## config.mk

```make
export PLATFORM = sky130hd
export DESIGN_NAME = clocked_reg_file
export DESIGN_NICKNAME = d
export VERILOG_FILES = /design/src/rtl/reg_file_pkg.sv /design/src/rtl/reg_file_clr_seq.sv /design/src/rtl/clocked_reg_file.sv
export SDC_FILE = /design/constraint.sdc
export NUM_CORES = 1
export LEC_CHECK = 0
export CAP_MARGIN = 20
export CORE_UTILIZATION = 58
export DETAILED_ROUTE_END_ITERATION = 6
export MAX_ROUTING_LAYER = met4
export PLACE_DENSITY_LB_ADDON = 0.3
export SYNTH_ARGS = -nofsm -noshare
export SYNTH_HDL_FRONTEND = slang
export SYNTH_SLANG_ARGS = --single-unit
```

## constraint.sdc

```tcl
create_clock -name CLK -period 2.09 [get_ports CLK]
set_input_delay 0.3135 -clock CLK [delete_from_list [all_inputs] [get_ports CLK]]
set_output_delay 0.3135 -clock CLK [all_outputs]
set_load 0.02 [all_outputs]
```

## src/rtl/reg_file_pkg.sv

```systemverilog
// Shared types for the clocked register file: clear-sweep sequencer state encodings.
package reg_file_pkg;

   typedef enum logic [1:0] {
      IDLE  = 2'b00,
      CLEAR = 2'b01,
      FIN   = 2'b10
   } seq_state_e;

endpackage

```

## src/rtl/reg_file_clr_seq.sv

```systemverilog
// Clear-sweep sequencer: walks every word once on CLR, flags BUSY/DONE, and decides
// which writes are accepted versus dropped.
module reg_file_clr_seq
   import reg_file_pkg::*;
#(
   parameter  int unsigned DEPTH = 8,
   localparam int unsigned AW    = $clog2(DEPTH)
) (
   input  logic          clk,
   input  logic          rst_n,
   input  logic          i_we,
   input  logic          i_clr,
   output logic          o_busy,
   output logic          o_done,
   output logic          o_werr,
   output logic          o_we_ok_c,
   output logic          o_clr_en_c,
   output logic [AW-1:0] o_clr_addr_c
);

   seq_state_e    r_state;
   seq_state_e    w_state_next;
   logic [AW-1:0] r_cnt;
   logic [AW-1:0] w_cnt_next;
   logic          w_last;
   logic          w_we_ok;
   logic          r_busy;
   logic          r_done;
   logic          r_werr;

   assign w_last  = (r_cnt == AW'(DEPTH - 1));
   // Writes only land when idle and not competing with a clear request.
   assign w_we_ok = (r_state == IDLE) && i_we && !i_clr;

   always_ff @(posedge clk or negedge rst_n) begin
      if (!rst_n) begin
         r_state <= IDLE;
         r_cnt   <= '0;
         r_busy  <= 1'b0;
         r_done  <= 1'b0;
         r_werr  <= 1'b0;
      end else begin
         r_state <= w_state_next;
         r_cnt   <= w_cnt_next;
         r_busy  <= (w_state_next == CLEAR);
         r_done  <= (w_state_next == FIN);
         r_werr  <= i_we && !w_we_ok;
      end
   end

   // Counter holds at DEPTH-1 on the final sweep step and is reloaded on the next CLR.
   always_comb begin
      w_state_next = r_state;
      w_cnt_next   = r_cnt;
      case (r_state)
         IDLE: begin
            if (i_clr) begin
               w_state_next = CLEAR;
               w_cnt_next   = '0;
            end
         end
         CLEAR: begin
            if (w_last) begin
               w_state_next = FIN;
            end else begin
               w_cnt_next = r_cnt + AW'(1);
            end
         end
         FIN: begin
            w_state_next = IDLE;
         end
         default: begin
            w_state_next = IDLE;
         end
      endcase
   end

   assign o_busy       = r_busy;
   assign o_done       = r_done;
   assign o_werr       = r_werr;
   assign o_we_ok_c    = w_we_ok;
   assign o_clr_en_c   = (r_state == CLEAR);
   assign o_clr_addr_c = r_cnt;

endmodule

```

## src/rtl/clocked_reg_file.sv

```systemverilog
// One-write, two-read register file with optional write-to-read forwarding and a
// multi-cycle sweep clear driven by reg_file_clr_seq.
module clocked_reg_file
   import reg_file_pkg::*;
#(
   parameter  int unsigned WIDTH  = 8,
   parameter  int unsigned DEPTH  = 8,
   parameter  int unsigned BYPASS = 1,
   localparam int unsigned AW     = $clog2(DEPTH)
) (
   input  logic             CLK,
   input  logic             RSTn,
   input  logic             WE,
   input  logic [AW-1:0]    WADDR,
   input  logic [WIDTH-1:0] WDATA,
   input  logic [AW-1:0]    RADDR0,
   input  logic [AW-1:0]    RADDR1,
   output logic [WIDTH-1:0] RDATA0,
   output logic [WIDTH-1:0] RDATA1,
   input  logic             CLR,
   output logic             BUSY,
   output logic             DONE,
   output logic             WERR
);

   logic [WIDTH-1:0] r_mem [DEPTH];
   logic             w_we_ok;
   logic             w_clr_en;
   logic [AW-1:0]    w_clr_addr;
   logic [WIDTH-1:0] w_rd0;
   logic [WIDTH-1:0] w_rd1;

   reg_file_clr_seq #(
      .DEPTH (DEPTH)
   ) u_clr_seq (
      .clk          (CLK),
      .rst_n        (RSTn),
      .i_we         (WE),
      .i_clr        (CLR),
      .o_busy       (BUSY),
      .o_done       (DONE),
      .o_werr       (WERR),
      .o_we_ok_c    (w_we_ok),
      .o_clr_en_c   (w_clr_en),
      .o_clr_addr_c (w_clr_addr)
   );

   // Sweep and accepted write are mutually exclusive by construction.
   always_ff @(posedge CLK or negedge RSTn) begin
      if (!RSTn) begin
         for (int unsigned i = 0; i < DEPTH; i++) begin
            r_mem[i] <= '0;
         end
      end else if (w_clr_en) begin
         r_mem[w_clr_addr] <= '0;
      end else if (w_we_ok) begin
         r_mem[WADDR] <= WDATA;
      end
   end

   // Asynchronous reads; each port forwards an accepted write to the same address.
   always_comb begin
      w_rd0 = r_mem[RADDR0];
      w_rd1 = r_mem[RADDR1];
      if ((BYPASS != 0) && w_we_ok && (WADDR == RADDR0)) begin
         w_rd0 = WDATA;
      end
      if ((BYPASS != 0) && w_we_ok && (WADDR == RADDR1)) begin
         w_rd1 = WDATA;
      end
   end

   assign RDATA0 = w_rd0;
   assign RDATA1 = w_rd1;

endmodule
```

# After elaboration in Yosys (flattened, before gate mapping)
# Cells that the tools add are included.
# Widths: inputs -> output; s select.
# word_totals
reg_bits	72
in_bits	21
out_inout_bits	19
wordCells	68
# classes
n_addsub	1
magnitude_cmp	6
n_eq_ne	8
muxes	21
n_bitwise	6
n_reduce_logical	13
# ops
operator	n
$mux 64	2
$and 64x64->64	1
$bwmux 64	1
$mux 8	8
$not 64->64	1
$bmux 8 s3	2
$demux 8 s3	2
$ge 4x4->1 const B	4
$not 3->4	4
$lt 4x1->1 const B	2
$logic_and 1x1->1	7
$eq 3x3->1	2
$mux 3	2
$pmux 3 s2	1
$eq 2x1->1 const B	2
$mux 2	2
$ne 2x2->1 const B	2
$pmux 2 s2	1
$reduce_bool 2->1	2
$add 3x1->3 const B	1
$eq 3x3->1 const B	1
$reduce_and 3->1	1
$eq 2x2->1 const B	1
$logic_not 1->1	2
$logic_not 2->1	1

# Logic depth before layout (Yosys ltp)
# depth
depth_word	8
mapped_depth	6
depth_no_buf	6

# Hierarchy
# A second synthesis with hierarchy kept.
# unflattened
cells_unflattened	285
hier_area_um2	4187.8
# by_module_without_submodules
module	instances	cells_per_inst	area_per_inst_um2	seq_area_each_um2
clocked_reg_file	1	256	3817.4	1601.5
reg_file_clr_seq	1	29	370.4	200.2

# Worst setup path before layout
# OpenSTA, ideal clock, no wires.
# synth_path
path_kind	input port to output port
startpoint	in RADDR0[1]
endpoint	out RDATA0[7]
arrival_ps	1661
required_ps	1776
setup_slack_ps	116
cell_stages	4
n_path_buf	1
path_cell_list	clkbuf_1 > mux4_1 > mux2_2 > mux2_4
# synth_between
elab_chain_len	5
word_cells_on_any_way	7
cone_classes	eq/ne: 1; mux: 4; bitwise: 1; reduce/logical: 1
# synth_rtl
item	line_no	source
start: declaration	clocked_reg_file.sv:16	input logic [AW-1:0] RADDR0,
$not 3->4 (implied by the code)	clocked_reg_file.sv:63	w_rd0 = r_mem[RADDR0];
$bmux 8 s3	clocked_reg_file.sv:63	
$mux 8 (implied by the code) (2 in a row)	clocked_reg_file.sv:63	
$mux 8 *	clocked_reg_file.sv:65	if ((BYPASS != 0) && w_we_ok && (WADDR == RADDR0)) begin
end: declaration	clocked_reg_file.sv:18	output logic [WIDTH-1:0] RDATA0,
# Every way passes the cells marked *; elsewhere a longest branch is shown, timed or not. The select of a mux whose other input is x is not followed.

# Worst setup path in the final report
# layout_path
startpoint	reg r_mem[51] (netlist bit)
endpoint	out RDATA0[3]
# layout_between
elab_chain_len	4
# layout_rtl
item	line_no	source
start: declaration	clocked_reg_file.sv:26	logic [WIDTH-1:0] r_mem [DEPTH];
start signal: indexed assignment	clocked_reg_file.sv:52	r_mem[i] <= '0;
start signal: indexed assignment	clocked_reg_file.sv:55	r_mem[w_clr_addr] <= '0;
start signal: indexed assignment	clocked_reg_file.sv:57	r_mem[WADDR] <= WDATA;
$bmux 8 s3	clocked_reg_file.sv:63	
$mux 8 (implied by the code) (2 in a row)	clocked_reg_file.sv:63	
$mux 8	clocked_reg_file.sv:65	
# No other way between the ends. The select of a mux whose other input is x is not followed.

==> results.md <==
- Run status: finished, violations left
- Violations in the final reports: negative setup slack
- Clock tree root driver cell: sky130_fd_sc_hd__clkbuf_8
- Maximum buffer depth of the clock tree: 2
- Detailed Route WL: 14,340 um
- Clock-pin slew on the worst setup and hold paths: 80 ps
- Multiplexer area fraction after synthesis: 28.81%
- Initial antenna violation count: 1
- Synth Cell Area: 4208 um2
- Number of remaining DRC errors: 0
- Critical path type: reg2out
- Register area share after synthesis: 42.82%
- DR pass1 iterations: 5
- Fill cell instance count of the final layout: 339
- Num CTS Buffers: 9
- Met1 usage in global routing: 51.05%
- R2r setup slk: 290 ps
- Largest driver fanout on the critical path: 3
- Hold/Removal Path Class: in2async
- HPWL after DPL: 8549 um
- Final Slew Violations: 0
- Final setup skew: 13.09 ps
- Setup repair after global routing missed its margin: yes
- Routability Congestion: 0.8862
- Post-synth EDFFs: 0
- Power per unit of standard cell area: 977.5 nW/um2
- Final critical path time including I/O delays and setup: 2376 ps
- Final setup viols: 16
- Hold Vio Cnt, Final: 0
- Top achievable clock speed: 420.8 MHz
- Relative max-transition margin: 71.81%
- Simple logic cell fraction of the synthesized area: 6.007%
- Measured slew at the worst slew-check pin: 422.8 ps
- Combinational family with the most area after synthesis: multiplexers
- Compound-Gate Fraction of Synth Area: 15.79%
- Final worst slack: -286.4 ps
- Average cell area after synthesis: 14.92 um2
- Total number of nets in the final design: 429
- Port Buffers: 39
- Placed cell count: 474
- Met2 routing resource usage after global routing: 64.35%
- Area enclosed by the die boundary: 7599 um2
- Path depth of the worst reg2reg path: 5
- Worst setup SP type: flop
- Syn. warnings: 0
- Deepest level of the CTS H-tree: 3
- Leakage: 2.802 nW
- Clock net sink count: 72
- Most frequent cell after synthesis: sky130_fd_sc_hd__dfrtp_1
- Arrival time reported for the critical path endpoint: 2060 ps
- Initial Util: 60.92%
- Layout cell share with drive strength beyond 1: 50.61%
- Xor and xnor fraction of the mapped netlist area: 1.249%
- Final total negative setup slack: -3604 ps
- TritonCTS clock tree: built
- Row Count: 30
- Final non-filler cell total: 508
- Grt peak-use layer: met2
- CP endpoint kind: primary output
- Number of global-route vias before repair: 3,875
- Global router's overall resource usage: 42.02%
- Required time at the worst-slack endpoint: 1780 ps
- Total nets after synthesis: 305
- Post-synthesis async set-or-reset flop share: 100.0%
- Clock latency at the later pin of the worst-skew pair: 360 ps
- Final cycle utilization of the critical path: 113.7%
- Share of Yosys cell area claimed by the top area cell type: 42.82%
- Total grt overflow: 0
- Leading post-synthesis cells by cell area: sky130_fd_sc_hd__dfrtp_1, sky130_fd_sc_hd__a22o_1, sky130_fd_sc_hd__mux4_1, sky130_fd_sc_hd__mux4_2, sky130_fd_sc_hd__mux2_4
- Number of instances in the synthesized netlist: 282
- Placeable Area: 6907 um2
- Met3 Resource Use GR: 10.33%
- Detailed-route wire length per cell: 28.23 um
- Minimum hold slack: 429.2 ps
- # Max-Cap Violations: 0
- Number of DRC markers in iteration 0: 384
- Boundary Pins: 40
- Yosys top cell by area: sky130_fd_sc_hd__dfrtp_1
- Wire length of the first global-routing pass: 21,960 um
- Distinct cells, synth: 31
- Vias: 3,602
- Flip-flop and latch count after synthesis: 72
- Worst slack at placement: -977.5 ps
- Largest net degree at the start of global routing: 59
- Peak supply drop: 678.0 uV
- Most used DFF post-synth: sky130_fd_sc_hd__dfrtp_1
- Top cells by instance count after synthesis: sky130_fd_sc_hd__dfrtp_1, sky130_fd_sc_hd__a22o_1, sky130_fd_sc_hd__mux2_2
- Vertical die dimension: 87.18 um
- Width of the chip: 87.18 um
- Area added between synthesis and finish: 37.62%
- Vias per cell: 7.091
- DRT antenna net count: 0
- Adder and majority cell fraction of the synthesized area: 0.5947%
==> cell type report <==
type	count	area [um2]	share of cell area (%)
Antenna cell	1	2.502	0.04322
Clock buffer	9	123.9	2.139
Clock inverter	7	166.4	2.874
Inverter	3	11.26	0.1945
Multi-Input combinational cell	177	2188	37.79
Sequential cell	72	1803	31.14
Tap cell	96	120.1	2.074
Timing Repair Buffer	143	1375	23.75
==> cells by family (layout without fill, tap and decap cells) <==
family / Yosys count / count (layout)
adder cells (fa/ha/maj): 2 / 2
multiplexers: 65 / 65
flip-flops: 72 / 72
AND/OR/NAND/NOR: 27 / 27
XOR/XNOR: 6 / 6
other: 0 / 1
AO/OA/AOI/OAI: 77 / 77
buffers and inverters: 33 / 162
==> cell usage in the layout, fill, tap and decap left out, types with 2 or more instances in the layout <==
master,n
sky130_fd_sc_hd__buf_6,20
sky130_fd_sc_hd__a21o_1,2
sky130_fd_sc_hd__a32oi_1,8
sky130_fd_sc_hd__and2_1,2
sky130_fd_sc_hd__mux4_2,30
sky130_fd_sc_hd__mux4_1,2
sky130_fd_sc_hd__nor2_1,2
sky130_fd_sc_hd__buf_2,2
sky130_fd_sc_hd__nor4bb_1,2
sky130_fd_sc_hd__mux2_2,8
sky130_fd_sc_hd__nor2b_1,4
sky130_fd_sc_hd__and3b_1,3
sky130_fd_sc_hd__a22o_1,64
sky130_fd_sc_hd__xnor2_1,6
sky130_fd_sc_hd__mux2_4,25
sky130_fd_sc_hd__clkbuf_8,9
sky130_fd_sc_hd__buf_12,11
sky130_fd_sc_hd__ha_1,2
sky130_fd_sc_hd__nor3_4,2
sky130_fd_sc_hd__inv_1,3
sky130_fd_sc_hd__and3_1,6
sky130_fd_sc_hd__bufinv_16,5
sky130_fd_sc_hd__dfrtp_1,71
sky130_fd_sc_hd__dlygate4sd2_1,3
sky130_fd_sc_hd__clkdlybuf4s50_1,17
sky130_fd_sc_hd__nand4_4,2
sky130_fd_sc_hd__buf_4,87
==> worst paths after layout <==
check / from / endpoint
min reg2reg: r_mem[38] / r_mem[38]
min in group CLK: CLR / u_clr_seq.o_werr
max reg2reg: u_clr_seq.r_state[0] / r_mem[39]
max: r_mem[51] / RDATA0[3]
max in group asynchronous: RSTn / r_mem[38]
min: RSTn / u_clr_seq.o_werr
==> where the power goes <==
group	internal (mW)	leakage [nW]	switching [mW]
clock	1.04	0.140	0.584
sequential	1.67	0.981	0.303
combinational	1.14	1.68	0.924
total	3.85	2.80	1.81
==> routing by layer <==
metal  share of wire, %  vias to the layer above  wire length (um)
met2                 47                      329              6754
li1                   -                     1395                 -
met5                  0                        -                 0
met3                 11                      108              1620
met4                6.7                        0               966
met1                 35                     1770              4999
==> registers in the layout (all words and copies together) (netlist names) <==
| name | cells |
|---|---|
| r_mem | 64 |
| u_clr_seq.o_busy | 1 |
| u_clr_seq.o_werr | 1 |
| u_clr_seq.o_done | 1 |
| u_clr_seq.o_clr_addr_c | 3 |
| u_clr_seq.r_state | 2 |
==> per-stage QoR <==
step                      power, mW  instance area (um2)  util (%)
after floorplan               2.915                 4208         -
after global placement        3.697                 5291     76.61
after detailed placement      3.798                 5291     76.61
after CTS                     5.542                 5776     83.62
after global routing          5.820                 5791     83.84
final                         5.660                 5791     83.84
==> critical path, stage by stage, from the launching register on <==
cell and delay [ps]:
sky130_fd_sc_hd__dfrtp_1 420, sky130_fd_sc_hd__mux4_1 560, sky130_fd_sc_hd__mux2_2 320, sky130_fd_sc_hd__mux2_4 280, sky130_fd_sc_hd__buf_6 130
==> what timing repair did <==
action | 4_1_cts | 5_1_grt
hold buffers | 1 | 0
hold endpoints to repair | 14 | 0
setup endpoints to repair | 16 | 16
buffers inserted | 13 | 1
gates resized for setup | 137 | 2
pin swaps | 3 | 0
gates cloned | 2 | 0
Note: power is estimated with default switching activity, not from simulation.
